==> config.mk <==
export PLATFORM = sky130hd
export DESIGN_NAME = regfile_wr_arbiter_flat
export DESIGN_NICKNAME = d
export VERILOG_FILES = /design/src/rtl/regfile_wr_if.sv /design/src/rtl/regfile_wr_arbiter.sv /design/src/flat_wrapper.sv
export SDC_FILE = /design/constraint.sdc
export NUM_CORES = 1
export LEC_CHECK = 0
export BUFFER_PORTS_ARGS = -buffer_cell sky130_fd_sc_hd__buf_2
export CAP_MARGIN = 10
export CORE_ASPECT_RATIO = 0.7
export CORE_UTILIZATION = 50
export DETAILED_ROUTE_END_ITERATION = 6
export MAX_ROUTING_LAYER = met4
export PLACE_DENSITY_LB_ADDON = 0.12
export RECOVER_POWER = 25
export REMOVE_ABC_BUFFERS = 1
export SYNTH_ARGS = -nofsm -noshare
export SYNTH_HDL_FRONTEND = slang
export SYNTH_SLANG_ARGS = --single-unit
==> constraint.sdc <==
create_clock -name clk -period 2.1 [get_ports clk]
set_input_delay 0.525 -clock clk [delete_from_list [all_inputs] [get_ports clk]]
set_output_delay 0.525 -clock clk [all_outputs]
set_load 0.005 [all_outputs]
==> src/rtl/regfile_wr_if.sv <==
// Writeback request and regfile write bundle shared between writeback sources and the arbiter.
// The arbiter (regfile_wr_arbiter) takes the slave modport; the sources and the regfile see master.
interface regfile_wr_if #(
  parameter int unsigned NREQ = 2,
  parameter int unsigned AW   = 5,
  parameter int unsigned DW   = 24
);
  logic [NREQ-1:0]    req_valid;
  logic [NREQ-1:0]    req_ready;
  logic [NREQ*AW-1:0] req_addr;
  logic [NREQ*DW-1:0] req_data;
  logic               rf_write_enable;
  logic [AW-1:0]      rf_write_addr;
  logic [DW-1:0]      rf_write_data;
  logic [2**AW-1:0]   pend_mask;
  logic [15:0]        stat_grants;
  logic [15:0]        stat_stalls;

  modport master (
    output req_valid, req_addr, req_data,
    input  req_ready, rf_write_enable, rf_write_addr, rf_write_data, pend_mask,
    input  stat_grants, stat_stalls
  );

  modport slave (
    input  req_valid, req_addr, req_data,
    output req_ready, rf_write_enable, rf_write_addr, rf_write_data, pend_mask,
    output stat_grants, stat_stalls
  );
endinterface

==> src/rtl/regfile_wr_arbiter.sv <==
// Round-robin arbiter sharing one regfile write port among NREQ writeback sources, each with a
// 1-entry holding slot. Define REGARB_STATS_EN to enable the grant/stall counters.
module regfile_wr_arbiter #(
  parameter int unsigned NREQ = 2,
  parameter int unsigned AW   = 5,
  parameter int unsigned DW   = 24
) (
  input  logic         clk,
  input  logic         rst,
  regfile_wr_if.slave  bus
);
  localparam int unsigned PW = (NREQ > 1) ? $clog2(NREQ) : 1;
  localparam int unsigned NR = 2 ** AW;

  logic [NREQ-1:0] held_q, held_d;
  logic [AW-1:0]   addr_q [NREQ];
  logic [AW-1:0]   addr_d [NREQ];
  logic [DW-1:0]   data_q [NREQ];
  logic [DW-1:0]   data_d [NREQ];
  logic [PW-1:0]   ptr_q, ptr_d;
  logic            we_q, we_d;
  logic [AW-1:0]   waddr_q, waddr_d;
  logic [DW-1:0]   wdata_q, wdata_d;

  logic [NREQ-1:0] gnt;
  logic            gnt_any;
  logic [PW-1:0]   gnt_idx;
  logic [NREQ-1:0] ready;
  logic [NREQ-1:0] accept;
  logic [NR-1:0]   pend;

  // ptr_q is the first slot to search, i.e. one past the last grant.
  always_comb begin : arb
    int unsigned idx;
    logic [PW-1:0] idx_w;
    idx     = 0;
    idx_w   = '0;
    gnt_any = 1'b0;
    gnt_idx = '0;
    for (int unsigned k = 0; k < NREQ; k++) begin
      idx   = (32'(ptr_q) + k) % NREQ;
      idx_w = PW'(idx);
      if (!gnt_any && held_q[idx_w]) begin
        gnt_any = 1'b1;
        gnt_idx = idx_w;
      end
    end
    gnt = gnt_any ? (NREQ'(1) << gnt_idx) : '0;
  end

  assign ready  = ~held_q | gnt;
  assign accept = bus.req_valid & ready;

  always_comb begin
    held_d = held_q;
    for (int unsigned i = 0; i < NREQ; i++) begin
      addr_d[i] = addr_q[i];
      data_d[i] = data_q[i];
      if (accept[i]) begin
        held_d[i] = 1'b1;
        addr_d[i] = bus.req_addr[i*AW +: AW];
        data_d[i] = bus.req_data[i*DW +: DW];
      end else if (gnt[i]) begin
        held_d[i] = 1'b0;
      end
    end
  end

  always_comb begin
    ptr_d   = ptr_q;
    we_d    = 1'b0;
    waddr_d = waddr_q;
    wdata_d = wdata_q;
    if (gnt_any) begin
      ptr_d   = (gnt_idx == PW'(NREQ - 1)) ? '0 : gnt_idx + PW'(1);
      // r0 writes consume a grant but never reach the regfile.
      we_d    = (addr_q[gnt_idx] != '0);
      waddr_d = addr_q[gnt_idx];
      wdata_d = data_q[gnt_idx];
    end
  end

  always_comb begin
    pend = '0;
    for (int unsigned i = 0; i < NREQ; i++) begin
      if (held_q[i]) pend[addr_q[i]] = 1'b1;
    end
    if (we_q) pend[waddr_q] = 1'b1;
    pend[0] = 1'b0;
  end

  always_ff @(posedge clk) begin
    if (rst) begin
      held_q  <= '0;
      ptr_q   <= '0;
      we_q    <= 1'b0;
      waddr_q <= '0;
      wdata_q <= '0;
      for (int unsigned i = 0; i < NREQ; i++) begin
        addr_q[i] <= '0;
        data_q[i] <= '0;
      end
    end else begin
      held_q  <= held_d;
      ptr_q   <= ptr_d;
      we_q    <= we_d;
      waddr_q <= waddr_d;
      wdata_q <= wdata_d;
      for (int unsigned i = 0; i < NREQ; i++) begin
        addr_q[i] <= addr_d[i];
        data_q[i] <= data_d[i];
      end
    end
  end

  assign bus.req_ready       = ready;
  assign bus.rf_write_enable = we_q;
  assign bus.rf_write_addr   = waddr_q;
  assign bus.rf_write_data   = wdata_q;
  assign bus.pend_mask       = pend;

`ifdef REGARB_STATS_EN
  logic [15:0] grants_q, stalls_q;
  logic        stall;

  assign stall = |(bus.req_valid & ~ready);

  always_ff @(posedge clk) begin
    if (rst) begin
      grants_q <= '0;
      stalls_q <= '0;
    end else begin
      if (gnt_any && grants_q != 16'hFFFF) grants_q <= grants_q + 16'd1;
      if (stall && stalls_q != 16'hFFFF) stalls_q <= stalls_q + 16'd1;
    end
  end

  assign bus.stat_grants = grants_q;
  assign bus.stat_stalls = stalls_q;
`else
  assign bus.stat_grants = '0;
  assign bus.stat_stalls = '0;
`endif

endmodule

==> src/flat_wrapper.sv <==
// flat-port wrapper written by rule: the top's interface ports become plain ports
module regfile_wr_arbiter_flat 
#(
  parameter int unsigned NREQ = 2,
  parameter int unsigned AW   = 5,
  parameter int unsigned DW   = 24
)
  (clk, rst, bus_req_valid, bus_req_addr, bus_req_data, bus_req_ready, bus_rf_write_enable, bus_rf_write_addr, bus_rf_write_data, bus_pend_mask, bus_stat_grants, bus_stat_stalls);
  regfile_wr_if #(.NREQ(NREQ), .AW(AW), .DW(DW)) bus_i ();
  input  logic clk;
  input  logic rst;
  input wire logic [$bits(bus_i.req_valid)-1:0] bus_req_valid;
  input wire logic [$bits(bus_i.req_addr)-1:0] bus_req_addr;
  input wire logic [$bits(bus_i.req_data)-1:0] bus_req_data;
  output wire logic [$bits(bus_i.req_ready)-1:0] bus_req_ready;
  output wire logic [$bits(bus_i.rf_write_enable)-1:0] bus_rf_write_enable;
  output wire logic [$bits(bus_i.rf_write_addr)-1:0] bus_rf_write_addr;
  output wire logic [$bits(bus_i.rf_write_data)-1:0] bus_rf_write_data;
  output wire logic [$bits(bus_i.pend_mask)-1:0] bus_pend_mask;
  output wire logic [$bits(bus_i.stat_grants)-1:0] bus_stat_grants;
  output wire logic [$bits(bus_i.stat_stalls)-1:0] bus_stat_stalls;
  assign bus_i.req_valid = bus_req_valid;
  assign bus_i.req_addr = bus_req_addr;
  assign bus_i.req_data = bus_req_data;
  assign bus_req_ready = bus_i.req_ready;
  assign bus_rf_write_enable = bus_i.rf_write_enable;
  assign bus_rf_write_addr = bus_i.rf_write_addr;
  assign bus_rf_write_data = bus_i.rf_write_data;
  assign bus_pend_mask = bus_i.pend_mask;
  assign bus_stat_grants = bus_i.stat_grants;
  assign bus_stat_stalls = bus_i.stat_stalls;
  regfile_wr_arbiter #(.NREQ(NREQ), .AW(AW), .DW(DW)) u_core (.clk(clk), .rst(rst), .bus(bus_i));
endmodule
==> flow_summary.yaml, run 1 <==
synthesis:
  ys_types: 35
  yosysMostFrequentCell: "nand2_1"
  ys.flop_type: "edfxtp_1"
  synthTopCellsByArea: "edfxtp_1 31%, dfxtp_1 19%, nand2_1 8.4%"
  ys_warn_count: 0
  synth_edf_count: 48
  yosysSeqAreaShare_pct: 50.2
  syn_avg_cell_area_sq_um: 9.69
  synth_common_cells: "102 x nand2_1, 48 x and2_1, 48 x edfxtp_1"
  postSynthCellCount: 473
  yosys.area.top_type_share_pct: 31.4
  synth-seq-cells: 91
  synth.cell_area_sq_um: 4580
  synth_area_leader_cell: "edfxtp_1"
  synthArstFlopShare_pct: 0
routing:
  ant_nets: 0
  drt_wl_total_um: 11200
  drc: 0
  first_pass_iters: 5
  via_per_inst: 5.34
  routedWlPerCell_um: 15.4
  vias: 3853
  initialDrtViolationCount: 356
clock_network:
  ctsRootBufferMaster: "clkbuf_16"
  cts.hold.buffers_added: 0
  cts_tree: "built"
  cts_buffer_depth: 2
  clkLatencyLatePin_ps: 330
  htree_levels: 3
  cts_buffers: 9
  cts_sinks: 91
  clk_pin_slew_worst_paths_ps: 60
setup_path:
  worstPathRequired_ps: 1570
  critPathCaptureType: "primary output"
  path_cells: "nor3b_4 -> a22oi_1 -> nand2_1 -> buf_2"
  r2r_cells: 6
  r2r_end: "u_core.data_q[0][20]$_SDFFCE_PN0P_"
  rrSetupSlack_ps: 400
  critPathKind: "reg -> out"
  slowest_delay_ps: 480
  rr_startpoint: "u_core.held_q[1]$_SDFFE_PP0P_"
  arrival_ps: 1530
  cp-start-kind: "register"
  cpMaxStageDelayCell: "dfxtp_1"
  critPathMaxFanout: 6
placement:
  dpl_cell_area_sq_um: 5270
  io_buffer_count: 124
  place_ws_ps: 227
  hpwl_um: 7810
  place.gp.congestion: 0.971
global_route:
  grt_pass1_wl_um: 16800
  grt_pass1_vias: 3393
  antenna_found_initial: 0
  grt_max_degree: 49
  grt-ovfl-total: 0
  gr-usage-all-layers_pct: 24.4
floorplan:
  die-area_sq_um: 9560
  io_pins: 158
  fp.dieH_um: 82.1
  core.rowCount: 28
  initial_core_util_pct: 53.0
  dieWidth_um: 116
  core_area_sq_um: 8650
sta:
  skew_ps: 5.62
  max_freq_ghz: 0.486
  drv_slew: 0
  holdWs_ps: 408
  fin_tns_setup_ps: 0
  period_needed_ps: 2060
  hold_viol_final: 0
  finalSetupViolCount: 0
  period_share_pct: 98.0
  rsz0062_at_grt: "true"
  layout_setup_ws_ps: 42.8
flow_run:
  drv_cap: 0
hold_path:
  worstHoldStart: "bus_req_addr[6]"
  min_delay_path_depth: 2
  holdCritPathClass: "in -> reg"
  hold_path_end: "u_core.addr_q[1][1]$_SDFFE_PP0P_"
power:
  leakage_nw: 2.79
  p_per_area_nw_per_um2: 713
  power_mw: 4.06
  vdd_drop_max_mv: 0.582
final_layout:
  drive_above_1_share_pct: 33.1
  nets: 659
  fillCellCount: 718
  antenna_cells: 0
  design_area_sq_um: 5690
  area_growth_pct: 24.2
outcome:
  outcome: "finished clean"
[critical path, delay by kind of cell, from the launching register on]
kind	cells	cell delay, ps
AOI/OAI and AO/OA	1	150
and+or+nand+nor	2	470
DFF	1	480
buffers and inverters	1	110
[layout by cell type, fill, tap and decap left out, drive strengths merged, types with 7 or more instances in the layout]
| master | n |
|---|---|
| nand3 | 7 |
| mux2i | 29 |
| and2 | 48 |
| nor3b | 13 |
| conb | 33 |
| edfxtp | 48 |
| nor2 | 12 |
| nand2 | 102 |
| clkbuf | 15 |
| dfxtp | 43 |
| a22oi | 29 |
| o21ai | 28 |
| buf | 146 |
| a21oi | 9 |
[power breakdown]
part / switching (mW) / internal (mW) / total, mW
Sequential: 0.0827 / 2.01 / 2.10
Combinational: 0.252 / 0.218 / 0.470
Clock: 0.592 / 0.900 / 1.49
Total: 0.927 / 3.13 / 4.06
[stage by stage]
step,std cells,utilization [%]
floorplan,440,-
global placement,704,60.9
detailed placement,704,60.9
CTS,720,64.5
global route,722,65.8
finish,722,65.8
[area by class of cell]
cell class                      count  area, sq um  area share (%)
Clock buffer                       15          278            4.88
Clock inverter                      1         7.51           0.132
Inverter                            6         22.5           0.396
Multi-Input combinational cell    343         2060            36.3
Sequential cell                    91         2330            40.9
Tap cell                          120          150            2.64
Timing Repair Buffer              146          843            14.8
[registers in the layout (all words and copies together) (netlist names)]
register and count:
u_core.bus.rf_write_data 24, u_core.addr_q 10, u_core.ptr_q 1, u_core.bus.rf_write_addr 5, u_core.data_q 48, u_core.held_q 2, u_core.bus.rf_write_enable 1
[logic make-up after synthesis]
kind of cell           Yosys count  synth area share (%)
AO/OA/AOI/OAI                   80                  11.5
AND/OR/NAND/NOR                201                  22.2
flip-flops                      91                  50.2
other                            1                0.0818
buffers and inverters           71                  9.72
multiplexers                    29                  6.33
[layer usage]
layer  vias to the layer above  wire length (um)  global-route usage, %
li1                       1820                 -                      -
met1                      1776              4840                   31.8
met2                       226              5110                   37.9
met3                        31               962                   5.04
met4                         0               247                   8.97
met5                         -                 0                      -
[what timing repair did]
| item | 4_1_cts | 5_1_grt |
|---|---|---|
| setup endpoints to repair | 15 | 30 |
| resized for setup | 6 | 35 |
| pin swaps | 0 | 2 |
| setup buffers | 0 | 2 |
[worst max-delay path by stage]
stage,startpoint,end,slack (ps)
floorplan,rst,u_core.bus.rf_write_addr[0]$_SDFFE_PP0N_,-180
global placement,u_core.bus.rf_write_addr[2]$_SDFFE_PP0N_,bus_pend_mask[6],320
detailed placement,u_core.bus.rf_write_addr[2]$_SDFFE_PP0N_,bus_pend_mask[5],230
CTS,u_core.addr_q[1][2]$_SDFFE_PP0P_,bus_pend_mask[5],-110
global route,u_core.bus.rf_write_addr[2]$_SDFFE_PP0N_,bus_pend_mask[4],-20
finish,u_core.bus.rf_write_addr[2]$_SDFFE_PP0N_,bus_pend_mask[4],40
Power figures use the tool's default switching activity.
==> run 2: changes to the inputs <==
--- a/config.mk
+++ b/config.mk
@@ -8,7 +8,7 @@
 export BUFFER_PORTS_ARGS = -buffer_cell sky130_fd_sc_hd__buf_2
 export CAP_MARGIN = 10
 export CORE_ASPECT_RATIO = 0.7
-export CORE_UTILIZATION = 50
+export CORE_UTILIZATION = 46
 export DETAILED_ROUTE_END_ITERATION = 6
 export MAX_ROUTING_LAYER = met4
 export PLACE_DENSITY_LB_ADDON = 0.12
==> constraint.sdc (replaced) <==
create_clock -name clk -period 1.7 [get_ports clk]
set_input_delay 0.425 -clock clk [delete_from_list [all_inputs] [get_ports clk]]
set_output_delay 0.425 -clock clk [all_outputs]
set_load 0.005 [all_outputs]
==> run 2 against run 1 <==
Effect of this change: the flow now finishes with violations (DRC, setup timing); clock power up 32%; die area up 8.5%; count of clock-buffer cells in the layout down 6; global-route usage down 1.5 points; setup slack worse by 220 ps; first-iteration DRC count down 18%; sequential share of layout area down 3.1 points; critical path depth up 2; cell area up 9.2%; routed wire length up 1.0%; clock skew up 2.1 ps; largest cell class unchanged; largest power group unchanged.
==> flow_summary.yaml, run 2 (synthesized netlist as in run 1, its figures left out) <==
routing:
  initialDrtViolationCount: 293
  via_per_inst: 5.12
  drt_wl_total_um: 11300
  first_pass_iters: 7
  ant_nets: 0
  vias: 3883
  drc: 1
  routedWlPerCell_um: 14.9
power:
  vdd_drop_max_mv: 0.666
  power_mw: 5.22
  p_per_area_nw_per_um2: 841
  leakage_nw: 3.00
setup_path:
  worstPathRequired_ps: 1270
  path_depth: 6
  crit_end: "bus_pend_mask[16]"
  slowest_delay_ps: 350
  path_cells: "buf_6 -> nor3b_2 -> buf_6 -> a22oi_1 -> nand2_1 -> buf_2"
  critPathKind: "reg -> out"
  crit_top_cell: "buf_6"
  critPathMaxFanout: 7
  arrival_ps: 1450
  rr_startpoint: "u_core.ptr_q$_SDFFE_PP0N_"
  crit_family: "buffers and inverters"
  cp-start-kind: "register"
  cpMaxStageDelayCell: "dfxtp_2"
  r2r_end: "u_core.data_q[0][20]$_SDFFCE_PN0P_"
  cp_num_buf_inv: 3
  startpoint: "u_core.addr_q[1][1]$_SDFFE_PP0P_"
  r2r_cells: 4
  rrSetupSlack_ps: 90
  critPathCaptureType: "primary output"
sta:
  rsz0062_at_grt: "true"
  max_freq_ghz: 0.532
  layout_setup_ws_ps: -180
  drv_slew: 0
  period_needed_ps: 1880
  period_share_pct: 111
  finalSetupViolCount: 31
  hold_viol_final: 0
  skew_ps: 7.72
placement:
  place.gp.congestion: 0.888
  hpwl_um: 7600
  io_buffer_count: 124
clock_network:
  htree_levels: 3
  cts_tree: "built"
  ctsRootBufferMaster: "clkbuf_16"
  cts_sinks: 91
  cts.hold.buffers_added: 0
  clkLatencyLatePin_ps: 340
  cts_buffers: 9
  cts_buffer_depth: 2
  clk_pin_slew_worst_paths_ps: 60
global_route:
  grt_max_degree: 49
  gr-usage-all-layers_pct: 22.9
  grt-ovfl-total: 0
  grt_pass1_vias: 3652
  grt_pass1_wl_um: 17800
  antenna_found_initial: 0
final_layout:
  final_common_cell: "buf_2"
  drive_above_1_share_pct: 42.1
  top_register: "u_core.data_q"
  antenna_cells: 0
  largest_reg_flops: 48
  nets: 687
  finish.utilization_pct: 64.2
  final_cell_mix: "124 x buf_2, 98 x nand2_1, 48 x and2_1, 48 x edfxtp_1, 33 x conb_1"
  area_growth_pct: 35.6
floorplan:
  initial_core_util_pct: 47.3
  dieWidth_um: 121
  die-area_sq_um: 10400
  core_area_sq_um: 9680
  io_pins: 158
  core.rowCount: 30
  fp.dieH_um: 85.5
flow_run:
  drv_cap: 0
outcome:
  outcome: "finished with violations"
  failed_checks: "DRC, setup timing"
hold_path:
  min_delay_path_depth: 2
  holdCritPathClass: "in -> reg"
-- run 2: per-layer routing --
metal	wire length (um)	share of wire, %	up-vias	GRT usage [%]
met5	0	0	-	-
met4	169	1.5	0	7.07
met3	799	7.1	21	5.32
met2	5240	46	190	35.7
met1	5060	45	1792	29.7
li1	-	-	1880	-
-- run 2: report_power, final --
group	switching, mW	internal, mW
registers	0.0997	2.48
clock network	0.827	1.15
logic	0.341	0.328
-- run 2: worst min path at each step --
stage / startpoint / end / slack (ps)
3_5_place_dp: u_core.bus.rf_write_data[23]$_SDFFE_PP0N_ / u_core.bus.rf_write_data[23]$_SDFFE_PP0N_ / 440
4_1_cts: bus_req_addr[9] / u_core.addr_q[1][4]$_SDFFE_PP0P_ / 290
5_1_grt: bus_req_addr[7] / u_core.addr_q[1][2]$_SDFFE_PP0P_ / 300
6_report: bus_req_addr[7] / u_core.addr_q[1][2]$_SDFFE_PP0P_ / 300
2_1_floorplan: u_core.bus.rf_write_data[0]$_SDFFE_PP0N_ / u_core.bus.rf_write_data[0]$_SDFFE_PP0N_ / 450
3_3_place_gp: u_core.bus.rf_write_data[21]$_SDFFE_PP0N_ / u_core.bus.rf_write_data[21]$_SDFFE_PP0N_ / 430
-- run 2: what timing repair did --
action / 4_1_cts / 5_1_grt
gates resized for setup: 71 / 38
buffers inserted: 6 / 13
pin swaps: 15 / 22
setup endpoints to repair: 33 / 33
-- run 2: metrics by stage --
stage          setup WS, ps  hold slack (ps)  area [sq um]  setup TNS [ps]  std cells
6_report               -180              300          6210           -3800        758
5_1_grt                -247              304          6210           -5600        758
4_1_cts                -194              285          5950           -4150        745
3_5_place_dp          -5.28              441          5390           -5.28        725
3_3_place_gp          -29.9              428          5390           -93.2        725
2_1_floorplan          -538              449          4280          -33570        440
-- run 2: cell type report --
class                   count  area (sq um)
inverters                   6          25.0
repair buffers            174          1130
multi-input cells         343          2250
well taps                 128           160
clock inverters             7          75.1
fillers                   794          3470
clock buffers               9           225
flip-flops and latches     91          2350
-- run 2: worst register-to-register path, cell delays in order (launching register included) --
cell and delay [ps]:
dfxtp_1 500, mux2i_1 340, a311oi_4 140, buf_12 190, and2_1 200
